**src/rtl/cpu_bus_timing.sv**
```systemverilog
// cpu_bus_timing: master-clock timing for 65816 bus cycles, producing cpu_en, bus strobes and DMA/refresh stalls.
// The address is sampled at cnt=0, so bus strobes and bus_addr reflect the new cycle from cnt=1 onward.
module cpu_bus_timing #(
  parameter int FAST_LEN    = 6,
  parameter int SLOW_LEN    = 8,
  parameter int XSLOW_LEN   = 12,
  parameter int REFRESH_LEN = 40
) (
  input  logic        clk,
  input  logic        reset,
  input  logic [23:0] mem_addr,
  input  logic        mem_read,
  input  logic        mem_write,
  input  logic        memsel,
  input  logic        halt,
  input  logic        refresh_req,
  output logic        cpu_en,
  output logic [23:0] bus_addr,
  output logic        bus_rd,
  output logic        bus_wr,
  output logic        halted,
  output logic [3:0]  cycle_len
);
  typedef enum logic [1:0] {RUN, HALT, REFRESH} state_t;
  localparam logic [3:0] FL = 4'(FAST_LEN);
  localparam logic [3:0] SL = 4'(SLOW_LEN);
  localparam logic [3:0] XL = 4'(XSLOW_LEN);
  localparam logic [5:0] RL = 6'(REFRESH_LEN - 1);
  state_t      state;
  logic [5:0]  cnt, nxt, last;
  logic [3:0]  len, rom_len;
  logic [15:0] off;
  logic        rd, rd_l, wr_l, pend;
  assign off     = mem_addr[15:0];
  assign rd      = mem_read && !mem_write;
  assign rom_len = mem_addr[23] && memsel ? FL : SL;
  // Banks $40-$7F/$C0-$FF and the upper half of system banks share the FastROM rule.
  assign len  = !(mem_read || mem_write) ? FL :
                (mem_addr[22] || off[15]) ? rom_len :
                off < 16'h2000 ? SL :
                off < 16'h4000 ? FL :
                off < 16'h4200 ? XL :
                off < 16'h6000 ? FL : SL;
  assign nxt  = cnt + 6'd1;
  assign last = {2'b00, cycle_len} - 6'd1;
  always_ff @(posedge clk or posedge reset) begin
    if (reset) begin
      state     <= RUN;
      cnt       <= '0;
      cpu_en    <= 1'b0;
      bus_rd    <= 1'b0;
      bus_wr    <= 1'b0;
      halted    <= 1'b0;
      bus_addr  <= '0;
      cycle_len <= FL;
      rd_l      <= 1'b0;
      wr_l      <= 1'b0;
      pend      <= 1'b0;
    end else begin
      // A request arriving while refresh starts re-arms the flag for another refresh.
      pend <= refresh_req || (pend && !(state == RUN && cnt == 6'd0));
      case (state)
        RUN:
          if (cnt == 6'd0) begin
            if (pend) state <= REFRESH;
            else if (halt) begin
              state  <= HALT;
              halted <= 1'b1;
            end else begin
              cnt       <= 6'd1;
              bus_addr  <= mem_addr;
              cycle_len <= len;
              rd_l      <= rd;
              wr_l      <= mem_write;
              bus_rd    <= rd;
            end
          end else if (cnt == last) begin
            cnt    <= '0;
            cpu_en <= 1'b0;
            bus_rd <= 1'b0;
            bus_wr <= 1'b0;
          end else begin
            cnt    <= nxt;
            cpu_en <= nxt == last;
            bus_rd <= rd_l;
            bus_wr <= wr_l && nxt >= 6'd2;
          end
        HALT:
          if (!halt) begin
            state  <= RUN;
            halted <= 1'b0;
          end
        default:
          if (cnt == RL) begin
            cnt   <= '0;
            state <= RUN;
          end else cnt <= nxt;
      endcase
    end
  end
endmodule

```
**config.mk**
```make
export PLATFORM = sky130hd
export DESIGN_NAME = cpu_bus_timing
export DESIGN_NICKNAME = d
export VERILOG_FILES = /design/src/rtl/cpu_bus_timing.sv
export SDC_FILE = /design/constraint.sdc
export NUM_CORES = 1
export LEC_CHECK = 0
export ABC_AREA = 1
export BUFFER_PORTS_ARGS = -buffer_cell sky130_fd_sc_hd__clkbuf_2
export CAP_MARGIN = 15
export CORE_AREA = 4 4 79 81
export DETAILED_ROUTE_END_ITERATION = 7
export DIE_AREA = 0 0 83 85
export PLACE_DENSITY = 0.71
export SLEW_MARGIN = 5
export SYNTH_ARGS = -nofsm -noshare
export SYNTH_HDL_FRONTEND = slang
export SYNTH_SLANG_ARGS = --single-unit
```
**constraint.sdc**
```tcl
create_clock -name clk -period 3.1 [get_ports clk]
set_clock_uncertainty 0.1 [all_clocks]
set_input_delay 0.155 -clock clk [delete_from_list [all_inputs] [get_ports clk]]
set_output_delay 0.155 -clock clk [all_outputs]
set_load 0.005 [all_outputs]
```
==> flow_results.xml, run 1 <==
<?xml version="1.0" encoding="UTF-8"?>
<metrics>
  <group name="clock_network">
    <metric name="clock-root-buffer" unit="">clkbuf_8</metric>
    <metric name="cts_buffers" unit="">5</metric>
    <metric name="clkLatencyLatePin" unit="ns">0.30</metric>
    <metric name="post_cts_setup_buffers" unit="">0</metric>
    <metric name="clock_tree_from_tritoncts" unit="">yes</metric>
    <metric name="clock_tree_buf_depth" unit="">2</metric>
    <metric name="number_of_levels_in_the_clock_h_tree" unit="">2</metric>
    <metric name="path_clk_slew" unit="ns">0.08</metric>
    <metric name="numClockSinks" unit="">42</metric>
  </group>
  <group name="synth">
    <metric name="ys_ff_latch" unit="">42</metric>
    <metric name="synth_area_leaders" unit="">dfrtp_1, nand2_1, nor2_1</metric>
    <metric name="yosys_most_used_dff" unit="">dfrtp_1</metric>
    <metric name="synth_largest_area_cell" unit="">dfrtp_1</metric>
    <metric name="synth-warning-count" unit="">0</metric>
    <metric name="postSynthCellCount" unit="">292</metric>
    <metric name="synth_fp_nets" unit="">327</metric>
    <metric name="synth_edf_count" unit="">0</metric>
    <metric name="synth_cell_type_count" unit="">28</metric>
    <metric name="synth_common_cells" unit="">nand2_1, nor2_1, dfrtp_1</metric>
    <metric name="synthArstFlopShare" unit="">1.00</metric>
    <metric name="yosysSeqAreaShare" unit="">0.473</metric>
    <metric name="total_standard_cell_area_after_synthesis" unit="µm²">2230</metric>
    <metric name="avgSynthCellArea" unit="µm²">7.63</metric>
    <metric name="area_share_of_the_largest_cell_type_after_synthesis" unit="">0.449</metric>
    <metric name="yosys.cell_count.top_type" unit="">nand2_1</metric>
  </group>
  <group name="pwr">
    <metric name="power.static_leakage" unit="nW">1.58</metric>
    <metric name="ir_worst_vdd" unit="V">0.000381</metric>
    <metric name="power.density_cell_area" unit="nW/µm²">695</metric>
  </group>
  <group name="job">
    <metric name="max_cap_violations" unit="">0</metric>
  </group>
  <group name="setup_path">
    <metric name="worstReg2RegEnd" unit="">cycle_len[2]</metric>
    <metric name="critical_path.endpoint_type" unit="">register</metric>
    <metric name="worst_r2r_path_depth" unit="">7</metric>
    <metric name="cp-start-kind" unit="">register</metric>
    <metric name="r2r_slack" unit="ns">0.95</metric>
    <metric name="critical_path_peak_fanout" unit="">26</metric>
    <metric name="cp_data_arrival_time" unit="ns">2.28</metric>
    <metric name="worst-endpoint-required" unit="ns">3.23</metric>
    <metric name="crit-reg2reg-launch" unit="">cnt[0]</metric>
    <metric name="path_class" unit="">register to register</metric>
  </group>
  <group name="grt">
    <metric name="grt.overflow.total" unit="">0</metric>
    <metric name="antenna_found_initial" unit="">0</metric>
    <metric name="grt_usage" unit="">0.160</metric>
    <metric name="grt_max_degree" unit="">43</metric>
    <metric name="first_global_vias" unit="">2014</metric>
    <metric name="grt_first_pass_wirelength" unit="µm">9340</metric>
  </group>
  <group name="timing">
    <metric name="finalMaxSlewViolations" unit="">0</metric>
    <metric name="post-route-period-util" unit="">0.693</metric>
    <metric name="final-hold-violation-count" unit="">0</metric>
    <metric name="relSlewSlack" unit="">0.612</metric>
    <metric name="tightest_slew" unit="ns">0.582</metric>
    <metric name="rsz0062_at_grt" unit="">no</metric>
    <metric name="tns" unit="ns">0</metric>
    <metric name="maxClockFrequency" unit="GHz">0.466</metric>
    <metric name="timing.final.setup_violations" unit="">0</metric>
    <metric name="period_minus_slack" unit="ns">2.15</metric>
  </group>
  <group name="die">
    <metric name="start_util" unit="">0.407</metric>
    <metric name="rows" unit="">27</metric>
    <metric name="floorplan.die.height" unit="µm">85</metric>
    <metric name="die_width" unit="µm">83</metric>
    <metric name="pin_count" unit="">63</metric>
    <metric name="dieArea" unit="µm²">7060</metric>
    <metric name="core_area" unit="µm²">5470</metric>
  </group>
  <group name="route">
    <metric name="post_drt_wl_per_cell" unit="µm">11.8</metric>
    <metric name="detailroute.wirelength.met2" unit="µm">2580</metric>
    <metric name="met1Wirelength" unit="µm">2380</metric>
    <metric name="remaining_drc_errors" unit="">0</metric>
    <metric name="wl_met3" unit="µm">297</metric>
    <metric name="final_antenna_net_count" unit="">0</metric>
    <metric name="num_vias" unit="">2105</metric>
    <metric name="detail_route.vias_per_cell" unit="">4.65</metric>
    <metric name="first_drt_iteration_drcs" unit="">102</metric>
    <metric name="routed.top_layer" unit="">met4</metric>
    <metric name="routed_wirelength" unit="µm">5340</metric>
    <metric name="dr.pass1.iters" unit="">4</metric>
  </group>
  <group name="worst_hold_path">
    <metric name="holdCritPathClass" unit="">primary input to register</metric>
    <metric name="min-delay-start" unit="">mem_write</metric>
    <metric name="min_delay_path_depth" unit="">3</metric>
    <metric name="min_to" unit="">wr_l</metric>
  </group>
  <group name="placement">
    <metric name="gpl.final_weighted_congestion" unit="">0.902</metric>
    <metric name="total_placed_instance_area" unit="µm²">2570</metric>
    <metric name="dp.final_hpwl" unit="µm">3880</metric>
    <metric name="placement.io_buffers" unit="">61</metric>
  </group>
  <group name="outcome">
    <metric name="outcome" unit="">complete, no violations</metric>
  </group>
  <group name="final_layout">
    <metric name="final_design_area_no_fill" unit="µm²">2930</metric>
    <metric name="ratio_of_cells_with_drive_above_1_in_the_final_layout" unit="">0.228</metric>
    <metric name="num-nets-final" unit="">415</metric>
    <metric name="antennaDiodeCount" unit="">0</metric>
    <metric name="syn_to_final_growth" unit="%">31.7</metric>
  </group>
</metrics>
-- cell usage in the layout (no fill, tap or decap), drive strengths merged --
| master | n |
|---|---|
| a21o | 1 |
| a21oi | 14 |
| a31oi | 2 |
| buf | 2 |
| bufinv | 1 |
| clkbuf | 67 |
| clkinv | 1 |
| clkinvlp | 1 |
| conb | 1 |
| dfrtp | 40 |
| dfstp | 2 |
| dlygate4sd3 | 25 |
| ha | 4 |
| inv | 33 |
| nand2 | 75 |
| nand3 | 9 |
| nand4 | 8 |
| nor2 | 77 |
| nor3 | 3 |
| o21ai | 12 |
| o21bai | 1 |
| or2 | 1 |
| xor2 | 1 |
-- report_power, final --
part           switching [W]  internal (W)  total (W)
logic               0.000442      0.000324   0.000766
clock network       0.000194      0.000240   0.000435
registers           0.000151      0.000687   0.000838
-- area by class of cell --
type	count	area (µm²)
fillers	535	2540
flip-flops and latches	42	1050
multi-input cells	209	981
repair buffers	88	571
inverters	34	128
well taps	72	90.1
clock buffers	6	72.6
clock inverters	2	37.5
-- how the worst max path moves through the flow --
stage / start / endpoint / slack (ns) / cells past startpoint
after floorplan: cycle_len[1] / cnt[2] / 1.37 / 11
after global placement: cnt[0] / cycle_len[2] / 1.00 / 7
after detailed placement: cnt[0] / bus_addr[15] / 0.96 / 7
after CTS: cnt[0] / cycle_len[2] / 0.94 / 7
after global routing: cnt[0] / bus_addr[13] / 0.76 / 7
final: cnt[0] / cycle_len[2] / 0.95 / 7
-- per-layer routing --
layer / up-vias / track usage
met2: 55 / 0.276
met1: 956 / 0.199
li1: 1082 / -
met3: 12 / 0.0340
met4: 0 / 0.0535
met5: - / 0
-- worst max-delay path: stages, from the launching register on --
cell and delay [ns]:
dfrtp_1 0.48, inv_1 0.11, ha_1 0.19, nand3_4 0.12
nor2_2 0.47, buf_4 0.39, nor2_1 0.07, a31oi_1 0.14
-- registers in the layout, indices dropped and copies added, names as in the netlist --
signal / cells
bus_wr: 1
cpu_en: 1
bus_addr: 24
halted: 1
rd_l: 1
pend: 1
bus_rd: 1
wr_l: 1
state: 2
cnt: 6
cycle_len: 3
-- cells by family after synthesis --
kind of cell / Yosys count / synth area share
AO/OA/AOI/OAI: 30 / 0.0826
XOR/XNOR: 1 / 0.00393
flip-flops: 42 / 0.473
buffers and inverters: 41 / 0.0865
AND/OR/NAND/NOR: 173 / 0.330
adder cells (fa/ha/maj): 4 / 0.0225
other: 1 / 0.00168
-- per-stage QoR --
stage / utilization / total power [W] / std cells / hold slack (ns) / worst slack, ns
6_report: 0.536 / 0.00204 / 453 / 0.00147 / 0.952
5_1_grt: 0.536 / 0.00222 / 453 / 0.0286 / 0.764
4_1_cts: 0.536 / 0.00206 / 453 / 0.00188 / 0.942
3_5_place_dp: 0.470 / 0.00160 / 420 / 0.204 / 0.961
3_3_place_gp: 0.470 / 0.00157 / 420 / 0.194 / 1.00
2_1_floorplan: - / 0.00136 / 292 / 0.147 / 1.37
-- repair_timing --
item,CTS,global route
gates resized for setup,0,0
hold buffers,25,0
hold endpoints to repair,64,0
Note: power is estimated with default switching activity, not from simulation.
==> inputs of run 2 (changes only) <==
Settings changed: ABC_AREA 1 to 0, CORE_AREA 4 4 79 81 to 4 4 77 79, DIE_AREA 0 0 83 85 to 0 0 81 83, PLACE_DENSITY 0.71 to 0.74.
Clock period 3.1 ns to 1.9 ns, I/O delays scaled along.
==> flow_results.xml, run 2 <==
<?xml version="1.0" encoding="UTF-8"?>
<metrics>
  <group name="synth">
    <metric name="synthArstFlopShare" unit="">1.00</metric>
    <metric name="yosys_most_used_dff" unit="">dfrtp_1</metric>
    <metric name="total_standard_cell_area_after_synthesis" unit="µm²">2100</metric>
    <metric name="synth_fp_nets" unit="">225</metric>
    <metric name="synth_common_cells" unit="">dfrtp_1, mux2_2, nor2_1</metric>
    <metric name="synth_edf_count" unit="">0</metric>
    <metric name="synth_largest_area_cell" unit="">dfrtp_1</metric>
    <metric name="area_share_of_the_largest_cell_type_after_synthesis" unit="">0.477</metric>
    <metric name="postSynthCellCount" unit="">190</metric>
    <metric name="synth_cell_type_count" unit="">42</metric>
    <metric name="yosysSeqAreaShare" unit="">0.502</metric>
    <metric name="ys_ff_latch" unit="">42</metric>
    <metric name="yosys.cell_count.top_type" unit="">dfrtp_1</metric>
    <metric name="synth_area_leaders" unit="">dfrtp_1, mux2_2, xnor2_1</metric>
    <metric name="synth-warning-count" unit="">0</metric>
    <metric name="avgSynthCellArea" unit="µm²">11.0</metric>
  </group>
  <group name="placement">
    <metric name="place_inst" unit="">338</metric>
    <metric name="placement.io_buffers" unit="">61</metric>
    <metric name="total_placed_instance_area" unit="µm²">2670</metric>
    <metric name="gpl.final_weighted_congestion" unit="">0.825</metric>
    <metric name="dp.final_hpwl" unit="µm">3680</metric>
  </group>
  <group name="setup_path">
    <metric name="critical_path.endpoint_type" unit="">register</metric>
    <metric name="critical_path_peak_fanout" unit="">4</metric>
    <metric name="path_class" unit="">register to register</metric>
    <metric name="worst-endpoint-required" unit="ns">1.99</metric>
    <metric name="cp-start-kind" unit="">register</metric>
    <metric name="cp_data_arrival_time" unit="ns">2.33</metric>
  </group>
  <group name="route">
    <metric name="final_antenna_net_count" unit="">0</metric>
    <metric name="remaining_drc_errors" unit="">0</metric>
    <metric name="routed_wirelength" unit="µm">6270</metric>
    <metric name="num_vias" unit="">1952</metric>
    <metric name="detail_route.vias_per_cell" unit="">5.14</metric>
    <metric name="post_drt_wl_per_cell" unit="µm">16.5</metric>
    <metric name="dr.pass1.iters" unit="">4</metric>
    <metric name="first_drt_iteration_drcs" unit="">134</metric>
  </group>
  <group name="timing">
    <metric name="rsz0062_at_grt" unit="">yes</metric>
    <metric name="tightest_slew" unit="ns">0.529</metric>
    <metric name="finalMaxSlewViolations" unit="">0</metric>
    <metric name="final.setup.worst_slack" unit="ns">-0.344</metric>
    <metric name="post-route-period-util" unit="">1.18</metric>
    <metric name="timing.final.setup_violations" unit="">33</metric>
    <metric name="final-hold-violation-count" unit="">0</metric>
    <metric name="relSlewSlack" unit="">0.647</metric>
    <metric name="period_minus_slack" unit="ns">2.24</metric>
    <metric name="tns" unit="ns">-3.03</metric>
    <metric name="maxClockFrequency" unit="GHz">0.446</metric>
  </group>
  <group name="clock_network">
    <metric name="number_of_levels_in_the_clock_h_tree" unit="">2</metric>
    <metric name="clock_tree_buf_depth" unit="">2</metric>
    <metric name="clock-root-buffer" unit="">clkbuf_8</metric>
    <metric name="clkLatencyLatePin" unit="ns">0.30</metric>
    <metric name="path_clk_slew" unit="ns">0.08</metric>
    <metric name="numClockSinks" unit="">42</metric>
    <metric name="clock_tree_from_tritoncts" unit="">yes</metric>
    <metric name="cts_buffers" unit="">5</metric>
  </group>
  <group name="pwr">
    <metric name="power.static_leakage" unit="nW">1.56</metric>
    <metric name="power.density_cell_area" unit="nW/µm²">1170</metric>
    <metric name="ir_worst_vdd" unit="V">0.000848</metric>
  </group>
  <group name="final_layout">
    <metric name="finish.cell_count_without_fillers" unit="">380</metric>
    <metric name="reg.largest.list" unit="">bus_addr x24, cnt x6, cycle_len x3</metric>
    <metric name="n_fill_cell" unit="">406</metric>
    <metric name="antennaDiodeCount" unit="">0</metric>
    <metric name="multiInputGateArea" unit="µm²">1150</metric>
    <metric name="most-common-layout-cells" unit="">clkbuf_2, dfrtp_1, dlygate4sd3_1, mux2_4, buf_4</metric>
    <metric name="largest_register_ff_count" unit="">24</metric>
    <metric name="ratio_of_cells_with_drive_above_1_in_the_final_layout" unit="">0.497</metric>
    <metric name="final_design_area_no_fill" unit="µm²">3280</metric>
    <metric name="syn_to_final_growth" unit="%">56.5</metric>
    <metric name="regMostFlops" unit="">bus_addr</metric>
    <metric name="num-nets-final" unit="">342</metric>
    <metric name="layout_commonest_cell" unit="">clkbuf_2</metric>
    <metric name="sequential_cell_area_in_the_final_layout" unit="µm²">1050</metric>
  </group>
  <group name="grt">
    <metric name="grt_first_pass_wirelength" unit="µm">10400</metric>
    <metric name="grt.overflow.total" unit="">0</metric>
    <metric name="first_global_vias" unit="">2112</metric>
    <metric name="grt_usage" unit="">0.198</metric>
    <metric name="grt_max_degree" unit="">43</metric>
    <metric name="antenna_found_initial" unit="">0</metric>
  </group>
  <group name="job">
    <metric name="max_cap_violations" unit="">0</metric>
  </group>
  <group name="outcome">
    <metric name="violations" unit="">setup timing</metric>
    <metric name="outcome" unit="">finished with violations</metric>
  </group>
  <group name="die">
    <metric name="start_util" unit="">0.393</metric>
    <metric name="die_width" unit="µm">81</metric>
    <metric name="pin_count" unit="">63</metric>
    <metric name="core_area" unit="µm²">5340</metric>
    <metric name="floorplan.die.height" unit="µm">83</metric>
    <metric name="rows" unit="">27</metric>
    <metric name="dieArea" unit="µm²">6720</metric>
  </group>
  <group name="worst_hold_path">
    <metric name="holdCritPathClass" unit="">primary input to register</metric>
  </group>
</metrics>
==> run 2: cell types whose count changed after synthesis, sizes merged, moves of 7 or more <==
cell	previous run	this run
inv	34	6
xnor2	0	7
nand2	75	10
nand4	8	0
a21oi	14	7
mux2	0	26
nor2	77	15
==> run 2: worst paths after layout <==
| check | from | end | slack, ns | cells past startpoint |
|---|---|---|---|---|
| worst max-delay path | cycle_len[2] | bus_rd | -0.34 | 8 |
| worst min-delay path | mem_read | cycle_len[2] | 0.09 | 4 |
| worst max register to register | cycle_len[2] | bus_rd | -0.34 | 8 |
| worst min register to register | cpu_en | cpu_en | 0.39 | 2 |
| max in group asynchronous | reset | cnt[2] | 0.94 | 4 |
| min in group asynchronous | reset | bus_addr[3] | 0.37 | 4 |
==> run 2: area by class of cell <==
| class | count | share of cell area |
|---|---|---|
| clock buffer | 6 | 0.0252 |
| inverter | 6 | 0.00686 |
| clock inverter | 2 | 0.00381 |
| tap | 72 | 0.0274 |
| timing repair buffer | 120 | 0.264 |
| sequential | 42 | 0.321 |
| multi-input combinational | 132 | 0.351 |
==> run 2: metrics by stage <==
step | worst slack [ns] | hold slack [ns] | util | power, W
after CTS | -0.350 | 0.0209 | 0.599 | 0.00372
after global placement | -0.300 | 0.131 | 0.499 | 0.00291
after detailed placement | -0.343 | 0.137 | 0.499 | 0.00297
final | -0.344 | 0.0890 | 0.615 | 0.00385
after floorplan | -0.320 | 0.0873 | - | 0.00229
after global routing | -0.429 | 0.113 | 0.615 | 0.00411
==> run 2: timing repair <==
action / in CTS / in global routing
gates cloned: 2 / 1
setup buffers: 4 / 1
endpoints found under the hold margin: 67 / 0
resized for setup: 22 / 29
setup endpoints to repair: 33 / 37
hold buffers: 28 / 0
pin swaps: 2 / 3
==> run 2: power by group <==
group / switching (W) / internal (W) / total [W]
clock network: 0.000331 / 0.000292 / 0.000624
registers: 0.000194 / 0.00113 / 0.00132
logic: 0.000896 / 0.00101 / 0.00191
total: 0.00142 / 0.00243 / 0.00385
==> run 2: cell families after synthesis <==
family,share of synthesized area
adder cells (fa/ha/maj),0.0239
buffers and inverters,0.0388
XOR/XNOR,0.0418
AND/OR/NAND/NOR,0.125
multiplexers,0.149
AO/OA/AOI/OAI,0.118
other,0.00179
flip-flops,0.502
==> run 2: worst max-delay path, cell delays in order (launching register included) <==
cell	delay, ns
dfstp_2	0.54
inv_2	0.04
ha_4	0.23
xnor2_2	0.12
or3_1	0.39
or3_4	0.41
buf_4	0.15
nand3_2	0.06
a31oi_1	0.08
==> run 2: routing by layer <==
layer | global-route usage | part of all wire
met5 | 0 | 0
met4 | 0.0737 | 0.042
met3 | 0.0488 | 0.063
met2 | 0.338 | 0.51
met1 | 0.237 | 0.38
==> inputs of run 3 (changes only) <==
==> constraint.sdc (replaced) <==
create_clock -name clk -period 1.9 [get_ports clk]
set_clock_uncertainty 0.1 [all_clocks]
set_input_delay 0 -clock clk [delete_from_list [all_inputs] [get_ports clk]]
set_output_delay 0 -clock clk [all_outputs]
set_load 0.005 [all_outputs]
==> flow_results.xml, run 3 (synthesis results as in run 2) <==
<?xml version="1.0" encoding="UTF-8"?>
<metrics>
  <group name="outcome">
    <metric name="outcome" unit="">finished with violations</metric>
    <metric name="violations" unit="">setup timing</metric>
  </group>
  <group name="timing">
    <metric name="rsz0062_at_grt" unit="">yes</metric>
    <metric name="maxClockFrequency" unit="GHz">0.443</metric>
    <metric name="timing.final.setup_violations" unit="">33</metric>
    <metric name="finalMaxSlewViolations" unit="">0</metric>
    <metric name="tns" unit="ns">-3.28</metric>
    <metric name="final.setup.worst_slack" unit="ns">-0.359</metric>
    <metric name="tightest_slew" unit="ns">0.535</metric>
    <metric name="relSlewSlack" unit="">0.643</metric>
    <metric name="post-route-period-util" unit="">1.19</metric>
    <metric name="final-hold-violation-count" unit="">0</metric>
    <metric name="period_minus_slack" unit="ns">2.26</metric>
  </group>
  <group name="route">
    <metric name="detail_route.vias_per_cell" unit="">5.20</metric>
    <metric name="remaining_drc_errors" unit="">0</metric>
    <metric name="dr.pass1.iters" unit="">4</metric>
    <metric name="routed_wirelength" unit="µm">6660</metric>
    <metric name="first_drt_iteration_drcs" unit="">163</metric>
    <metric name="num_vias" unit="">1983</metric>
    <metric name="routed.top_layer" unit="">met4</metric>
    <metric name="detailroute.wirelength.met2" unit="µm">3360</metric>
    <metric name="met1Wirelength" unit="µm">2600</metric>
    <metric name="wl_met3" unit="µm">404</metric>
    <metric name="final_antenna_net_count" unit="">0</metric>
    <metric name="post_drt_wl_per_cell" unit="µm">17.5</metric>
  </group>
  <group name="final_layout">
    <metric name="syn_to_final_growth" unit="%">57.0</metric>
    <metric name="sequential_cell_area_in_the_final_layout" unit="µm²">1050</metric>
    <metric name="layout_commonest_cell" unit="">clkbuf_2</metric>
    <metric name="ratio_of_cells_with_drive_above_1_in_the_final_layout" unit="">0.495</metric>
    <metric name="num-nets-final" unit="">343</metric>
    <metric name="finish.cell_count_without_fillers" unit="">381</metric>
    <metric name="reg.largest.list" unit="">bus_addr x24, cnt x6, cycle_len x3</metric>
    <metric name="multiInputGateArea" unit="µm²">1150</metric>
    <metric name="most-common-layout-cells" unit="">clkbuf_2, dfrtp_1, dlygate4sd3_1, mux2_4, buf_4</metric>
    <metric name="n_fill_cell" unit="">400</metric>
    <metric name="antennaDiodeCount" unit="">0</metric>
    <metric name="largest_register_ff_count" unit="">24</metric>
    <metric name="regMostFlops" unit="">bus_addr</metric>
  </group>
  <group name="setup_path">
    <metric name="critical_path.top_delay_family" unit="">simple AND/OR/NAND/NOR gates</metric>
    <metric name="crit-reg2reg-launch" unit="">cycle_len[2]</metric>
    <metric name="critPathMaxStageDelay" unit="ns">0.54</metric>
    <metric name="worst_path_max_delay_cell" unit="">dfstp_2</metric>
    <metric name="critical_path_peak_fanout" unit="">4</metric>
    <metric name="cp-start-kind" unit="">register</metric>
    <metric name="worst-endpoint-required" unit="ns">1.99</metric>
    <metric name="critical_path.endpoint_type" unit="">register</metric>
    <metric name="r2r_slack" unit="ns">-0.36</metric>
    <metric name="critical_path_buf_inv_count" unit="">2</metric>
    <metric name="crit_start" unit="">cycle_len[2]</metric>
    <metric name="worstReg2RegEnd" unit="">bus_rd</metric>
    <metric name="worstPathCellList" unit="">inv_2, ha_4, xnor2_2, or3_1, or3_4, buf_4, nand3_2, a31oi_1</metric>
    <metric name="path_class" unit="">register to register</metric>
    <metric name="worst_r2r_path_depth" unit="">8</metric>
    <metric name="cp_data_arrival_time" unit="ns">2.35</metric>
  </group>
  <group name="grt">
    <metric name="grt_usage" unit="">0.199</metric>
    <metric name="grt_max_degree" unit="">43</metric>
    <metric name="first_global_vias" unit="">2119</metric>
    <metric name="grt.overflow.total" unit="">0</metric>
    <metric name="antenna_found_initial" unit="">0</metric>
    <metric name="grt_first_pass_wirelength" unit="µm">10400</metric>
  </group>
  <group name="placement">
    <metric name="dp.final_hpwl" unit="µm">3680</metric>
    <metric name="place_inst" unit="">338</metric>
    <metric name="placement.io_buffers" unit="">61</metric>
    <metric name="gpl.final_weighted_congestion" unit="">0.825</metric>
  </group>
  <group name="die">
    <metric name="rows" unit="">27</metric>
    <metric name="dieArea" unit="µm²">6720</metric>
    <metric name="floorplan.die.height" unit="µm">83</metric>
    <metric name="core_area" unit="µm²">5340</metric>
    <metric name="pin_count" unit="">63</metric>
    <metric name="start_util" unit="">0.393</metric>
    <metric name="die_width" unit="µm">81</metric>
  </group>
  <group name="clock_network">
    <metric name="clock_tree_buf_depth" unit="">2</metric>
    <metric name="path_clk_slew" unit="ns">0.09</metric>
    <metric name="number_of_levels_in_the_clock_h_tree" unit="">2</metric>
    <metric name="numClockSinks" unit="">42</metric>
    <metric name="clock_tree_from_tritoncts" unit="">yes</metric>
    <metric name="cts_buffers" unit="">5</metric>
    <metric name="clkLatencyLatePin" unit="ns">0.30</metric>
    <metric name="clock-root-buffer" unit="">clkbuf_8</metric>
  </group>
  <group name="worst_hold_path">
    <metric name="min_delay_path_depth" unit="">4</metric>
    <metric name="min-delay-start" unit="">memsel</metric>
    <metric name="holdCritPathClass" unit="">primary input to register</metric>
    <metric name="min_to" unit="">cycle_len[2]</metric>
  </group>
  <group name="job">
    <metric name="max_cap_violations" unit="">0</metric>
  </group>
  <group name="pwr">
    <metric name="power.density_cell_area" unit="nW/µm²">1190</metric>
    <metric name="ir_worst_vdd" unit="V">0.000848</metric>
    <metric name="post-layout-total-power" unit="W">0.00390</metric>
    <metric name="power.static_leakage" unit="nW">1.56</metric>
  </group>
</metrics>
-- run 3: changes by cell type in the layout (fill, tap and decap cells not counted) --
cell	change
dlygate4sd3_1	+1
-- run 3: metrics by stage --
step | util | hold WS [ns] | setup slack [ns] | cell area (µm²)
after global routing | 0.617 | 0.0763 | -0.455 | 3290
after floorplan | - | -0.00771 | -0.320 | 2130
after detailed placement | 0.499 | 0.0424 | -0.343 | 2670
final | 0.617 | 0.0515 | -0.359 | 3290
after CTS | 0.601 | 0.0193 | -0.350 | 3210
after global placement | 0.499 | 0.0364 | -0.300 | 2670
-- run 3: area by class of cell --
class                   count  share of cell area
clock buffers               6              0.0251
flip-flops and latches     42               0.320
clock inverters             2             0.00380
inverters                   6             0.00684
well taps                  72              0.0274
repair buffers            121               0.266
multi-input cells         132               0.350
-- run 3: report_power, final --
part | internal (W) | total [W] | switching, W
registers | 0.00113 | 0.00133 | 0.000201
clock network | 0.000293 | 0.000631 | 0.000338
logic | 0.00101 | 0.00194 | 0.000930
-- run 3: worst register-to-register path, cell delays in order, from the launching register on --
cell and delay, ns:
dfstp_2 0.54, inv_2 0.04, ha_4 0.23, xnor2_2 0.13, or3_1 0.40, or3_4 0.41, buf_4 0.15, nand3_2 0.06
a31oi_1 0.08
-- run 3: worst max path at each step --
stage / end / depth (start not counted)
2_1_floorplan: cnt[2] / 7
3_3_place_gp: cnt[2] / 7
3_5_place_dp: cnt[2] / 7
4_1_cts: cnt[2] / 7
5_1_grt: cnt[2] / 7
6_report: bus_rd / 8
-- run 3: per-layer routing --
layer | track usage | vias up
met5 | 0 | -
met4 | 0.0737 | 0
met3 | 0.0499 | 25
met2 | 0.341 | 83
met1 | 0.236 | 970
li1 | - | 905
-- run 3: what timing repair did --
action,CTS,global route
setup buffers,4,1
hold endpoints to repair,68,0
setup endpoints to repair,33,37
gates cloned,2,1
hold buffers,29,0
resized for setup,22,29
pin swaps,2,3
